## config.mk

```make
export PLATFORM = sky130hd
export DESIGN_NAME = expand_stream_flat
export DESIGN_NICKNAME = d
export VERILOG_FILES = /design/src/rtl/expand_stream_if.sv /design/src/rtl/expand_stream.sv /design/src/flat_wrapper.sv
export SDC_FILE = /design/constraint.sdc
export NUM_CORES = 1
export LEC_CHECK = 0
export ABC_AREA = 1
export CAP_MARGIN = 40
export CORE_MARGIN = 2
export CORE_UTILIZATION = 43
export DETAILED_ROUTE_END_ITERATION = 8
export GPL_TIMING_DRIVEN = 1
export HOLD_SLACK_MARGIN = 0.08
export PLACE_DENSITY = 0.82
export SYNTH_ARGS = -nofsm -noshare
export SYNTH_HDL_FRONTEND = slang
export SYNTH_SLANG_ARGS = --single-unit
```

## constraint.sdc

```tcl
create_clock -name clk -period 7.8 [get_ports clk]
set_input_delay 1.56 -clock clk [delete_from_list [all_inputs] [get_ports clk]]
set_output_delay 1.56 -clock clk [all_outputs]
set_load 0.005 [all_outputs]
```

## src/rtl/expand_stream_if.sv

```systemverilog
`default_nettype none
// +----------------------------------------------------------------------------+
// | expand_stream_if                                                           |
// | Bundles the coefficient input stream and the multi-bank write port of the |
// | expand_stream loader.                                                      |
// |   slave  : loader view (consumes the stream, drives the bank writes)       |
// |   master : environment view (drives the stream, accepts the bank writes)   |
// | Signals: start, mode, in_valid/in_ready, in_addr, in_data, wr_en, wr_addr, |
// |          wr_data, wr_ready, busy, done.                                    |
// | Revision: 1.0 - initial release                                            |
// +----------------------------------------------------------------------------+

`ifndef OVERALL_BITS
`define OVERALL_BITS 16
`endif

interface expand_stream_if #(
    parameter int LOGN      = 13,
    parameter int NUM_BANKS = 2,
    parameter int W         = 2 * `OVERALL_BITS
);
    localparam int LOGB = $clog2(NUM_BANKS);
    localparam int AW   = LOGN - LOGB;

    logic                    start;
    logic                    mode;
    logic                    in_valid;
    logic                    in_ready;
    logic [LOGN-1:0]         in_addr;
    logic [W-1:0]            in_data;
    logic [NUM_BANKS-1:0]    wr_en;
    logic [NUM_BANKS*AW-1:0] wr_addr;
    logic [NUM_BANKS*W-1:0]  wr_data;
    logic                    wr_ready;
    logic                    busy;
    logic                    done;

    modport slave (
        input  start, mode, in_valid, in_addr, in_data, wr_ready,
        output in_ready, wr_en, wr_addr, wr_data, busy, done
    );

    modport master (
        output start, mode, in_valid, in_addr, in_data, wr_ready,
        input  in_ready, wr_en, wr_addr, wr_data, busy, done
    );
endinterface

`default_nettype wire

```

## src/rtl/expand_stream.sv

```systemverilog
`default_nettype none
// +----------------------------------------------------------------------------+
// | expand_stream                                                              |
// | Coefficient loader between the software input stream and the FFT BRAM     |
// | banks. Direct mode writes each addressed word to bank addr mod NUM_BANKS;  |
// | expand mode walks the rotation-group slot order (pos <- 3*pos mod 2N) and  |
// | writes every word plus its conjugate to two complementary banks.           |
// | Ports: clk, rst_n (sync, active-low), bus (expand_stream_if.slave).        |
// | Revision: 1.0 - initial release                                            |
// +----------------------------------------------------------------------------+

`ifndef OVERALL_BITS
`define OVERALL_BITS 16
`endif

module expand_stream #(
    parameter int LOGN      = 13,
    parameter int NUM_BANKS = 2,
    parameter int W         = 2 * `OVERALL_BITS
) (
    input  logic          clk,
    input  logic          rst_n,
    expand_stream_if.slave bus
);
    localparam int LOGB     = $clog2(NUM_BANKS);
    localparam int AW       = LOGN - LOGB;
    localparam int HALF_N   = 1 << (LOGN - 1);
    localparam int SIGN_BIT = W / 2 - 1;

    typedef enum logic [1:0] {
        S_IDLE  = 2'd0,
        S_RUN   = 2'd1,
        S_DRAIN = 2'd2
    } state_t;

    state_t                  state_q;
    logic [LOGN:0]           pos_q;
    logic [LOGN-1:0]         cnt_q;
    logic [NUM_BANKS-1:0]    wr_en_q;
    logic [NUM_BANKS*AW-1:0] wr_addr_q;
    logic [NUM_BANKS*W-1:0]  wr_data_q;
    logic                    done_q;

    logic [NUM_BANKS-1:0]    wr_en_d;
    logic [NUM_BANKS*AW-1:0] wr_addr_d;
    logic [NUM_BANKS*W-1:0]  wr_data_d;

    function automatic logic [LOGN-1:0] bitrev(input logic [LOGN-1:0] x);
        logic [LOGN-1:0] r;
        for (int k = 0; k < LOGN; k++) begin
            r[k] = x[LOGN-1-k];
        end
        return r;
    endfunction

    // The output stage is occupied whenever any lane is enabled.
    logic out_valid, out_free, in_ready, accept;
    assign out_valid = |wr_en_q;
    assign out_free  = !out_valid || bus.wr_ready;
    assign in_ready  = ((state_q == S_RUN) || ((state_q == S_IDLE) && !bus.mode)) && out_free;
    assign accept    = bus.in_valid && in_ready;

    // Slot pair for the current rotation position. M-1-pos is simply ~pos
    // in LOGN+1 bits, so the second slot is always the bitwise complement of
    // the first and the two banks can never collide.
    logic [LOGN-1:0] a0, a1, i0, i1;
    logic [LOGB-1:0] bank0, bank1, dir_bank;
    logic [AW-1:0]   addr0, addr1, dir_addr;
    logic [W-1:0]    conj_data;

    assign a0        = LOGN'((pos_q - (LOGN+1)'(1)) >> 1);
    assign a1        = LOGN'((~pos_q) >> 1);
    assign i0        = bitrev(a0);
    assign i1        = bitrev(a1);
    assign bank0     = i0[LOGB-1:0];
    assign bank1     = i1[LOGB-1:0];
    assign addr0     = i0[LOGN-1:LOGB];
    assign addr1     = i1[LOGN-1:LOGB];
    assign dir_bank  = bus.in_addr[LOGB-1:0];
    assign dir_addr  = bus.in_addr[LOGN-1:LOGB];
    assign conj_data = bus.in_data ^ (W'(1) << SIGN_BIT);

    // Candidate lane contents for the word currently offered on the input.
    always_comb begin
        wr_en_d   = '0;
        wr_addr_d = '0;
        wr_data_d = '0;
        for (int b = 0; b < NUM_BANKS; b++) begin
            if (state_q == S_RUN) begin
                if (LOGB'(b) == bank0) begin
                    wr_en_d[b]           = 1'b1;
                    wr_addr_d[b*AW +: AW] = addr0;
                    wr_data_d[b*W +: W]   = bus.in_data;
                end else if (LOGB'(b) == bank1) begin
                    wr_en_d[b]           = 1'b1;
                    wr_addr_d[b*AW +: AW] = addr1;
                    wr_data_d[b*W +: W]   = conj_data;
                end
            end else if (LOGB'(b) == dir_bank) begin
                wr_en_d[b]           = 1'b1;
                wr_addr_d[b*AW +: AW] = dir_addr;
                wr_data_d[b*W +: W]   = bus.in_data;
            end
        end
    end

    always_ff @(posedge clk) begin
        if (!rst_n) begin
            state_q   <= S_IDLE;
            pos_q     <= (LOGN+1)'(1);
            cnt_q     <= '0;
            wr_en_q   <= '0;
            wr_addr_q <= '0;
            wr_data_q <= '0;
            done_q    <= 1'b0;
        end else begin
            done_q <= 1'b0;

            // Output stage: hold while stalled, otherwise load or empty.
            if (out_free) begin
                if (accept) begin
                    wr_en_q   <= wr_en_d;
                    wr_addr_q <= wr_addr_d;
                    wr_data_q <= wr_data_d;
                end else begin
                    wr_en_q   <= '0;
                    wr_addr_q <= '0;
                    wr_data_q <= '0;
                end
            end

            case (state_q)
                S_IDLE: begin
                    if (bus.start && bus.mode) begin
                        state_q <= S_RUN;
                        pos_q   <= (LOGN+1)'(1);
                        cnt_q   <= '0;
                    end
                end
                S_RUN: begin
                    if (accept) begin
                        pos_q <= pos_q + {pos_q[LOGN-1:0], 1'b0};
                        cnt_q <= cnt_q + LOGN'(1);
                        if (cnt_q == LOGN'(HALF_N - 1)) begin
                            state_q <= S_DRAIN;
                        end
                    end
                end
                S_DRAIN: begin
                    if (!out_valid) begin
                        state_q <= S_IDLE;
                        done_q  <= 1'b1;
                    end
                end
                default: state_q <= S_IDLE;
            endcase
        end
    end

    assign bus.in_ready = in_ready;
    assign bus.wr_en    = wr_en_q;
    assign bus.wr_addr  = wr_addr_q;
    assign bus.wr_data  = wr_data_q;
    assign bus.busy     = (state_q != S_IDLE);
    assign bus.done     = done_q;

    a_conj_pair : assert property (@(posedge clk) disable iff (!rst_n)
        (state_q == S_RUN) |-> ((i1 == ~i0) && (bank0 != bank1)));

endmodule

`default_nettype wire

```

## src/flat_wrapper.sv

```systemverilog
// flat-port wrapper written by rule: the top's interface ports become plain ports
module expand_stream_flat 
#(
    parameter int LOGN      = 13,
    parameter int NUM_BANKS = 2,
    parameter int W         = 2 * `OVERALL_BITS
)
  (clk, rst_n, bus_start, bus_mode, bus_in_valid, bus_in_addr, bus_in_data, bus_wr_ready, bus_in_ready, bus_wr_en, bus_wr_addr, bus_wr_data, bus_busy, bus_done);
  expand_stream_if #(.LOGN(LOGN), .NUM_BANKS(NUM_BANKS), .W(W)) bus_i ();
  input  logic clk;
  input  logic rst_n;
  input wire logic [$bits(bus_i.start)-1:0] bus_start;
  input wire logic [$bits(bus_i.mode)-1:0] bus_mode;
  input wire logic [$bits(bus_i.in_valid)-1:0] bus_in_valid;
  input wire logic [$bits(bus_i.in_addr)-1:0] bus_in_addr;
  input wire logic [$bits(bus_i.in_data)-1:0] bus_in_data;
  input wire logic [$bits(bus_i.wr_ready)-1:0] bus_wr_ready;
  output wire logic [$bits(bus_i.in_ready)-1:0] bus_in_ready;
  output wire logic [$bits(bus_i.wr_en)-1:0] bus_wr_en;
  output wire logic [$bits(bus_i.wr_addr)-1:0] bus_wr_addr;
  output wire logic [$bits(bus_i.wr_data)-1:0] bus_wr_data;
  output wire logic [$bits(bus_i.busy)-1:0] bus_busy;
  output wire logic [$bits(bus_i.done)-1:0] bus_done;
  assign bus_i.start = bus_start;
  assign bus_i.mode = bus_mode;
  assign bus_i.in_valid = bus_in_valid;
  assign bus_i.in_addr = bus_in_addr;
  assign bus_i.in_data = bus_in_data;
  assign bus_i.wr_ready = bus_wr_ready;
  assign bus_in_ready = bus_i.in_ready;
  assign bus_wr_en = bus_i.wr_en;
  assign bus_wr_addr = bus_i.wr_addr;
  assign bus_wr_data = bus_i.wr_data;
  assign bus_busy = bus_i.busy;
  assign bus_done = bus_i.done;
  expand_stream #(.LOGN(LOGN), .NUM_BANKS(NUM_BANKS), .W(W)) u_core (.clk(clk), .rst_n(rst_n), .bus(bus_i));
endmodule
```

==> impl_results.md <==
- Status: finished clean
- Wirelength per Cell: 15.4 microns
- Max clock buf depth: 2
- Fin. Hold Viols: 0
- Unique masters post-synth: 36
- Final clock period utilization by the worst path: 64.1%
- Setup TNS: 0 ns
- Io pins: approximately 140
- Total congestion overflow: 0
- Met2 routed WL: 8.51 mm
- Buffers on Ports: about 140
- DRT antenna net count: 0
- Met3 wire len: 1.10 mm
- Fin nets: 1077
- Die ar.: 15800 sq um
- EDFF count, synth: 0
- Max-cap violations: 0
- Synth Cell Area: 6360 sq um
- TritonCTS clock tree: built
- Minimum clock period after layout: 5.00 ns
- Initial DRC count: approximately 560
- Gpl congestion: roughly 0.92
- Post-Synthesis Cells: ~870
- Max-slew violation count: 0
- Crit Path Class: in -> out
- Power per Cell Area: 205 nW/um^2
- Dominant synthesized flop cell: dfxtp_1
- Vias in the first global route: 6011
- Most frequent cells after synthesis: nand2_1 (188), dfxtp_1 (120), nor2_1 (98)
- Crit start category: primary input
- Antenna diodes: 0
- M1 WL: 8.23 mm
- Class of the worst hold path: reg -> reg
- Share of cells above drive strength 1: 6.18%
- Total chip power: 1.73 mW
- H-tree depth: 4
- Post-synth top area share: 37.8%
- CP required: between 6 and 7 ns
- F_max: 0.200 GHz
- Tot GR Track Use: 23.0%
- Internal: 1.25 mW
- Pleak: 3.37 nW
- NetSw: 0.486 mW
- CTS buffer count: 17
- Synth Warn #: 0
- Row cnt: 44
- Hold_sp: u_core.bus.wr_addr[7]
- Pin count of the biggest net entering global routing: 90
- RR Startpoint: u_core.pos_q[4]
- Initial antenna violation count: 0
- Post-DP HPWL: 12.3 mm
- Clock share of power: between 40% and 50%
- Count of cells resized by post-cts repair: 0
- Vias: 6478
- RSZ-0062 raised after global routing: no
- Largest cells by area after synthesis: dfxtp_1 (38%), nand2_1 (11%), a32oi_1 (8.5%)
- Insertion delay to the later sink of the worst-skew pair: 0.42 ns
- DRC Markers: 0
- Comb pwr share: 15.4%
- First-pass GRT wire length: about 30 mm
- Number of clock sinks: 120
- Root buffer cell: clkbuf_16
- Cell taking the most area after synthesis: dfxtp_1
- Die H: 126 microns
- Total length of routed wires: approximately 18 mm
- Count leader, synth: nand2_1
- Syn nets: 959
- Post-CTS Hold Buffers: 0
- Worst-margin pin slew: 0.926 ns
- Clk_skew: between 0.007 and 0.008 ns
- Clk pin slew, worst setup/hold paths: roughly 0.050 ns
- Starting Density: 43.9%
- Postcts setup bufs: 0
- CP endpoint kind: primary output
- Setup violators final: 0
- CP Data Arrival Time: 3.44 ns
- Area Growth Syn to Fin: 33.1%
- Die X: 126 microns
- Register area share after synthesis: 37.8%
- Final Non-Filler Cells: 1187
- Slew margin rel.: 38.3%
- CORE AREA: between 10000 and 15000 sq um
- Net Sw Frac: roughly 28%
- Sequential Power Share: between 30% and 40%
- FFs w/ async S/R, synth: 0%
- Vias per cell: between 5 and 6
- VDD IR max: 160 uV
- Post-Place Cells: approximately 1200
- Crit-path max FO: 89
- Setup crit start: bus_wr_ready
- Synth Register Bits: 120
- Top Layer Used: met4
- Syn_area_per_cell: 7.30 sq um
- Initial DRT Pass Iterations: 6
power by group through the flow:
stage | sequential (mW) | combinational [mW] | clock [mW]
4_1_cts | 0.644 | 0.263 | 0.828
3_5_place_dp | 0.657 | 0.261 | 0
2_1_floorplan | 0.656 | 0.159 | 0
3_3_place_gp | 0.656 | 0.248 | 0
6_report | 0.644 | 0.267 | 0.823
5_1_grt | 0.645 | 0.294 | 0.856
final cells by class:
class | count | area [sq um]
multi-input cells | 620 | 3410
clock buffers | 17 | 425
repair buffers | 148 | 1500
flip-flops and latches | 120 | 2400
clock inverters | 15 | 189
inverters | 83 | 314
well taps | 184 | 230
fillers | 1279 | 6010
path summary, 6_finish.rpt:
check,cells past startpoint,end,slack (ns)
max,7,bus_in_ready,2.80
min,2,u_core.bus.wr_addr[7],0.47
max reg2reg,14,u_core.bus.wr_data[5],3.98
min reg2reg,2,u_core.bus.wr_addr[7],0.47
metal layers:
metal	global-route usage [%]	vias to the layer above
met5	0	-
met4	9.93	0
met3	3.57	30
met2	37.0	264
met1	30.8	2966
li1	-	3218
kinds of logic after synthesis:
family / Yosys count / synth area share [%]
AO/OA/AOI/OAI: 192 / 19.6
adder cells (fa/ha/maj): 36 / 7.20
buffers and inverters: 132 / 8.69
AND/OR/NAND/NOR: 386 / 25.9
XOR/XNOR: 6 / 0.826
flip-flops: 120 / 37.8
worst max-delay path, cell delays in order:
cell and delay, ns:
clkdlybuf4s50_1 0.40, inv_1 0.07, nand2_1 0.08, nand2_2 0.07
buf_4 0.70, nor2_4 0.08, clkdlybuf4s50_1 0.48
stage by stage:
stage,utilization (%),area (sq um),worst slack [ns],hold slack [ns]
floorplan,-,6360,4.32,0.442
global placement,53.9,7810,2.82,0.453
detailed placement,54.3,7860,2.81,0.456
CTS,58.5,8470,2.81,0.465
global route,58.5,8470,2.65,0.495
finish,58.5,8470,2.80,0.466
cells in the final DEF, fill, tap and decap left out, drive strengths merged:
cell / count
fa: 1
clkbuf: 17
nor2: 102
buf: 5
nor4: 1
a32oi: 62
o211ai: 7
xnor2: 1
o2111ai: 1
inv: 89
nand3: 56
clkdlybuf4s50: 143
bufinv: 3
clkinvlp: 1
nand3b: 1
and3: 1
o21bai: 1
a21boi: 1
xor2: 5
ha: 35
o21ai: 35
a31oi: 10
nand2: 194
clkinv: 5
nor3: 10
nand4: 16
a21oi: 74
a21o: 1
dfxtp: 120
or2: 5
sequential cells by signal, indices dropped and copies added (netlist names):
| signal | count |
|---|---|
| u_core.bus.wr_data | 64 |
| u_core.cnt_q | 13 |
| u_core.bus.done | 1 |
| u_core.bus.wr_en | 2 |
| u_core.bus.wr_addr | 24 |
| u_core.state_q | 2 |
| u_core.pos_q | 14 |
Power figures use the tool's default switching activity.
